<file path="src/rtl/fetch_unit.sv">
// Instruction fetch stage: issues single-word reads at pc and hands each word to decode.
// Latency: request accepted in cycle N, data captured at the end of N+1, insn_valid from N+2 (3 cycles per insn best case).
// Backpressure: mem_busy holds the request and its address; insn_ready low holds insn/insn_pc and stalls further fetches.
module fetch_unit #(
   parameter int unsigned    ADDR_WIDTH = 32,
   parameter int unsigned    DATA_WIDTH = 32,
   parameter logic [ADDR_WIDTH-1:0] START_ADDR = 32'h8002_0000
) (
   input  logic                  clock,
   input  logic                  reset,
   output logic [ADDR_WIDTH-1:0] mem_address,
   output logic [DATA_WIDTH-1:0] mem_data_in,
   output logic [1:0]            mem_access_size,
   output logic                  mem_rw,
   output logic                  mem_enable,
   input  logic                  mem_busy,
   input  logic [DATA_WIDTH-1:0] mem_data_out,
   output logic                  insn_valid,
   input  logic                  insn_ready,
   output logic [DATA_WIDTH-1:0] insn,
   output logic [ADDR_WIDTH-1:0] insn_pc,
   input  logic                  redirect_valid,
   input  logic [ADDR_WIDTH-1:0] redirect_pc,
   output logic                  misalign_err,
   output logic [31:0]           fetch_count
);

   typedef enum logic [1:0] {
      S_FETCH = 2'd0,
      S_WAIT  = 2'd1,
      S_VALID = 2'd2,
      S_DROP  = 2'd3
   } state_t;

   state_t                r_state;
   state_t                w_next_state;
   logic [ADDR_WIDTH-1:0] r_pc;
   logic [DATA_WIDTH-1:0] r_insn;
   logic [ADDR_WIDTH-1:0] r_insn_pc;
   logic                  r_insn_valid;
   logic                  r_misalign_err;
   logic [31:0]           r_fetch_count;

   logic                  w_accept;
   logic                  w_handshake;
   logic [ADDR_WIDTH-1:0] w_redirect_aligned;

   // The fetch never writes, so the write-side port set is tied off.
   assign mem_data_in     = '0;
   assign mem_access_size = 2'b00;
   assign mem_rw          = 1'b0;

   assign mem_enable  = (r_state == S_FETCH) && !reset;
   assign mem_address = r_pc;
   assign w_accept    = mem_enable && !mem_busy;
   assign w_handshake = r_insn_valid && insn_ready;
   assign w_redirect_aligned = {redirect_pc[ADDR_WIDTH-1:2], 2'b00};

   assign insn_valid   = r_insn_valid;
   assign insn         = r_insn;
   assign insn_pc      = r_insn_pc;
   assign misalign_err = r_misalign_err;
   assign fetch_count  = r_fetch_count;

   // Next-state selection; a redirect overrides the normal flow, and a request
   // accepted in the same cycle must have its response dropped.
   always_comb begin
      w_next_state = r_state;
      unique case (r_state)
         S_FETCH: if (w_accept)    w_next_state = S_WAIT;
         S_WAIT:                   w_next_state = S_VALID;
         S_VALID: if (w_handshake) w_next_state = S_FETCH;
         S_DROP:                   w_next_state = S_FETCH;
         default:                  w_next_state = S_FETCH;
      endcase
      if (redirect_valid) begin
         unique case (r_state)
            S_FETCH: w_next_state = w_accept ? S_DROP : S_FETCH;
            S_DROP:  w_next_state = S_DROP;
            default: w_next_state = S_FETCH;
         endcase
      end
   end

   // State register.
   always_ff @(posedge clock) begin
      if (reset) r_state <= S_FETCH;
      else       r_state <= w_next_state;
   end

   // PC, delivered instruction and sticky status; redirect wins over capture.
   always_ff @(posedge clock) begin
      if (reset) begin
         r_pc           <= START_ADDR;
         r_insn         <= '0;
         r_insn_pc      <= '0;
         r_insn_valid   <= 1'b0;
         r_misalign_err <= 1'b0;
      end else if (redirect_valid) begin
         r_pc         <= w_redirect_aligned;
         r_insn_valid <= 1'b0;
         if (redirect_pc[1:0] != 2'b00) r_misalign_err <= 1'b1;
      end else if (r_state == S_WAIT) begin
         r_insn       <= mem_data_out;
         r_insn_pc    <= r_pc;
         r_insn_valid <= 1'b1;
         r_pc         <= r_pc + ADDR_WIDTH'(4);
      end else if (w_handshake) begin
         r_insn_valid <= 1'b0;
      end
   end

   // Delivered-instruction counter; a handshake still counts when a redirect lands with it.
   always_ff @(posedge clock) begin
      if (reset)            r_fetch_count <= '0;
      else if (w_handshake) r_fetch_count <= r_fetch_count + 32'd1;
   end

endmodule

</file>
<file path="config.mk">
export PLATFORM = sky130hd
export DESIGN_NAME = fetch_unit
export DESIGN_NICKNAME = d
export VERILOG_FILES = /design/src/rtl/fetch_unit.sv
export SDC_FILE = /design/constraint.sdc
export NUM_CORES = 1
export LEC_CHECK = 0
export CORE_UTILIZATION = 50
export CTS_CLUSTER_SIZE = 40
export DETAILED_ROUTE_END_ITERATION = 16
export DONT_BUFFER_PORTS = 1
export GPL_ROUTABILITY_DRIVEN = 0
export PLACE_DENSITY = 0.7
export SYNTH_ARGS = -nofsm -noshare
export SYNTH_HDL_FRONTEND = slang
export SYNTH_SLANG_ARGS = --single-unit
</file>
<file path="constraint.sdc">
create_clock -name clock -period 7.15 [get_ports clock]
set_clock_uncertainty 0.1 [all_clocks]
set_input_delay 1.43 -clock clock [delete_from_list [all_inputs] [get_ports clock]]
set_output_delay 1.43 -clock clock [all_outputs]
set_load 0.05 [all_outputs]
</file>
# Word-level counts from Yosys, hierarchy flattened
# Index checks and enable logic that the tools add are counted.
[classes] shifts=0 muxes=10 addsub=2 n_div=0 reduce_logical=13 eq_ne=5 magnitude_cmp=0 n_bitwise=1 multipliers=0
[ops] op="$mux W32" n=2
[ops] op="$add A32 B1 Y32 const B" n=1
[ops] op="$add A32 B3 Y32 const B" n=1
[ops] op="$mux W2" n=4
[ops] op="$pmux W2 S4" n=1
[ops] op="$ne A3 B3 Y1 const B" n=2
[ops] op="$reduce_and A2 Y1" n=3
[ops] op="$reduce_bool A2 Y1" n=3
[ops] op="$eq A2 B2 Y1 const B" n=2
[ops] op="$pmux W2 S2" n=1
[ops] op="$logic_and A1 B1 Y1" n=3
[ops] op="$eq A2 B1 Y1 const B" n=1
[ops] op="$logic_not A1 Y1" n=2
[ops] op="$logic_not A2 Y1" n=1
[ops] op="$mux W1" n=2
[ops] op="$reduce_or A2 Y1" n=1
[ops] op="$not A1 Y1" n=1
[word_totals] romBits=0 out_inout_bits=166 register_bits=132 memories=0 in_bits=69 latchBits=0 ramBits=0 word_cells=39

# Longest topological paths before layout
[logic_depth] word_depth=6 mapped_depth=9 mapped_depth_nobuf=6

# Worst setup path after synthesis
# Ideal clock, no wire load.
[synth_timing] kind="input -> output" from="in reset" to="out mem_enable" slack_ps=3139 arrival_ps=2481 path_stages=3 t_required_ps=5620 path_buffers=2 path_cell_list="clkbuf_1 > clkbuf_1 > nor2b_1"
[synth_between] elab_chain_len=2
[synth_lines] element="start: declaration" line_no="10" text="input logic reset,"
[synth_lines] element="$logic_not A1 Y1" line_no="53" text="assign mem_enable = (r_state == S_FETCH) && !reset;"
[synth_lines] element="$logic_and A1 B1 Y1" line_no="53"
[synth_lines] element="end: declaration" line_no="15" text="output logic mem_enable,"
# Every way passes these cells.

# Worst setup path after layout
# Ends and elaborated chain as after synthesis.

==> impl_metrics.yaml <==
status:
  outcome: "finished clean"
logic_synthesis:
  synthArstFlopShare: 0
  synth_area_sq_um: 5920
  synth-edff-count: 0
  ys_seq_area_frac: 0.433
  synth_seq_cells: 128
  syn_avg_cell_area_sq_um: 8.19
  syn-instance-count: 723
  ys.flop_type: "dfxtp_1"
  yosysUniqueCellTypes: 43
  ys_warn_count: 0
clocking:
  clkTransAtPathRegs_ns: 0.06
  clock-root-buffer: "clkbuf_16"
  ctsResizeCount: 0
  htreeDepth: 4
  clk_latency_ns: 0.41
  hold_buffers: 0
  cts.path.max_buffers: 2
  cts_setup_buffers: 0
  clock_sinks: 128
  numCtsBuffers: 17
  cts_tree: "yes"
global_route:
  grt_max_degree: 135
  grt_usage: 0.220
  grt_pass1_wl_mm: 22.2
  grt_overflow_total: 0
  grt_pass1_vias: 4497
  antenna_found_initial: 0
finish:
  nFillCells: 1090
  fin_nets: 773
  area_growth_pct: 6.61
  diodes: 0
  post-route-util: 0.551
  drive_above_1_share: 0.0621
  multi_input_area_sq_um: 2930
  register_area_sq_um: 2560
setup_path:
  cp-start-kind: "primary input"
  worstPathArrival_ns: 2.14
  crit_family: "simple AND/OR/NAND/NOR gates"
  cp-end-kind: "output pin"
  critPathBufInv: 0
  path_class: "in2out"
  worstPathRequired_ns: 5.62
  slowest_delay_ns: 0.70
  path_max_fanout: 134
  crit_slowest_cell: "nor2b_1"
  path_cells: "nor2b_1"
place:
  io_buffer_count: 0
  post-dp-hpwl_mm: 9.23
  dp_worst_setup_slack_ns: 3.48
sta:
  setup_tns_ns: 0
  rsz0062_at_grt: "no"
  max_slew_margin: 0.236
  period_needed_ns: 3.67
  worst_slew_pin_slew_ns: 1.14
  fmax_mhz: 273
  hold_viol_final: 0
  setup_viol: 0
  holdWs_ns: 0.488
  worst_slack_ns: 3.48
  slew_viol_final: 0
  period_share: 0.513
flow_run:
  cap_violations: 0
min_path:
  hold_class: "reg2reg"
detailed_routing:
  via_count: 4988
  drtIter0Drc: 336
  drt_pass1_iterations: 4
  via_per_inst: 5.85
  wl_per_cell_um: 16.0
  drc_errors: 0
  final_antenna_net_count: 0
  wirelength_mm: 13.7
power_and_ir_drop:
  max-vdd-ir-drop_uv: 205
  power_density_nw_per_um2: 294
  leakage_nw: 2.11
  p_total_mw: 1.86
floorplanning:
  fp.coreArea_sq_um: 11500
  start_util: 0.517
  io_pins: 235
  dieArea_sq_um: 12300
  die_w_um: 111
  die_h_um: 111
  placementRows: 39
==> synthesized netlist by cell type, types with 2 or more instances <==
| master | count | area, sq um |
|---|---|---|
| or4_1 | 24 | 180 |
| nor4_1 | 4 | 25.0 |
| nand4_1 | 17 | 106 |
| o31ai_1 | 23 | 173 |
| and4_1 | 13 | 114 |
| a221oi_1 | 2 | 17.5 |
| a21oi_1 | 91 | 455 |
| nor2_1 | 37 | 139 |
| and3_1 | 4 | 25.0 |
| ha_1 | 7 | 87.6 |
| a31oi_1 | 3 | 18.8 |
| and4_2 | 2 | 20.0 |
| clkbuf_8 | 4 | 55.1 |
| and2_1 | 5 | 31.3 |
| xnor2_1 | 6 | 52.6 |
| buf_6 | 3 | 33.8 |
| xor2_1 | 15 | 131 |
| nand3_1 | 21 | 105 |
| or3_1 | 9 | 56.3 |
| nand2_1 | 150 | 563 |
| inv_1 | 14 | 52.6 |
| dfxtp_1 | 128 | 2560 |
| clkbuf_1 | 37 | 139 |
| a311oi_1 | 12 | 105 |
| buf_4 | 39 | 293 |
| or3b_2 | 2 | 17.5 |
| nor3_1 | 6 | 30.0 |
| o21ai_0 | 14 | 70.1 |
| a211oi_1 | 15 | 113 |
| nand4_4 | 2 | 42.5 |
| nor2b_1 | 2 | 12.5 |
==> tightest hold or removal path: stages, from the launching register on <==
cell	delay [ns]
dfxtp_1	0.32
inv_1	0.12
a211oi_1	0.09
==> registers in the layout (all words and copies together) (netlist names) <==
name          cells
r_state           2
insn             32
mem_address      30
fetch_count      32
insn_valid        1
insn_pc          30
misalign_err      1
==> final cells by class <==
| cell class | count | area share |
|---|---|---|
| multi-input cells | 534 | 0.464 |
| flip-flops and latches | 128 | 0.406 |
| clock buffers | 23 | 0.0789 |
| well taps | 143 | 0.0283 |
| clock inverters | 8 | 0.0127 |
| inverters | 14 | 0.00832 |
| repair buffers | 2 | 0.00238 |
==> kinds of logic after synthesis <==
group	count (synthesis)	synth area share
adder cells (fa/ha/maj)	7	0.0148
flip-flops	128	0.433
multiplexers	1	0.00169
AO/OA/AOI/OAI	163	0.165
other	1	0.000633
buffers and inverters	99	0.0989
XOR/XNOR	21	0.0311
AND/OR/NAND/NOR	303	0.255
==> path summary, 6_finish.rpt <==
| kind | start | to | slack (ns) | cells after the start |
|---|---|---|---|---|
| max reg2reg | mem_address[2] | mem_address[28] | 4.18 | 5 |
| max | reset | mem_enable | 3.48 | 1 |
| min reg2reg | r_state[1] | r_state[1] | 0.49 | 2 |
| min | r_state[1] | r_state[1] | 0.49 | 2 |
==> metal layers <==
| metal | routed length, um | GRT usage | vias up |
|---|---|---|---|
| met5 | 0 | 0 | - |
| met4 | 218 | 0.0782 | 0 |
| met3 | 1290 | 0.0946 | 20 |
| met2 | 6290 | 0.339 | 207 |
| met1 | 5880 | 0.274 | 2321 |
| li1 | - | - | 2440 |
==> through the flow <==
step                std cells  instance area (sq um)
floorplan                 761                   6070
global placement          821                   5740
detailed placement        821                   5740
CTS                       852                   6310
global route              852                   6310
finish                    852                   6310
==> power breakdown <==
group          switching (mW)  internal [mW]
Combinational           0.106         0.0373
Clock                   0.307          0.521
Sequential              0.142          0.745
==> cells in the final DEF, fill, tap and decap left out, drive strengths merged, types with 12 or more instances in the layout <==
cell / instances
a211oi: 15
a21oi: 91
a311oi: 12
and4: 15
clkbuf: 23
conb: 39
dfxtp: 128
inv: 14
nand2: 150
nand3: 21
nand4: 20
nor2: 37
o21ai: 14
o31ai: 23
or4: 25
xor2: 15
(Power assumes the default switching activity.)
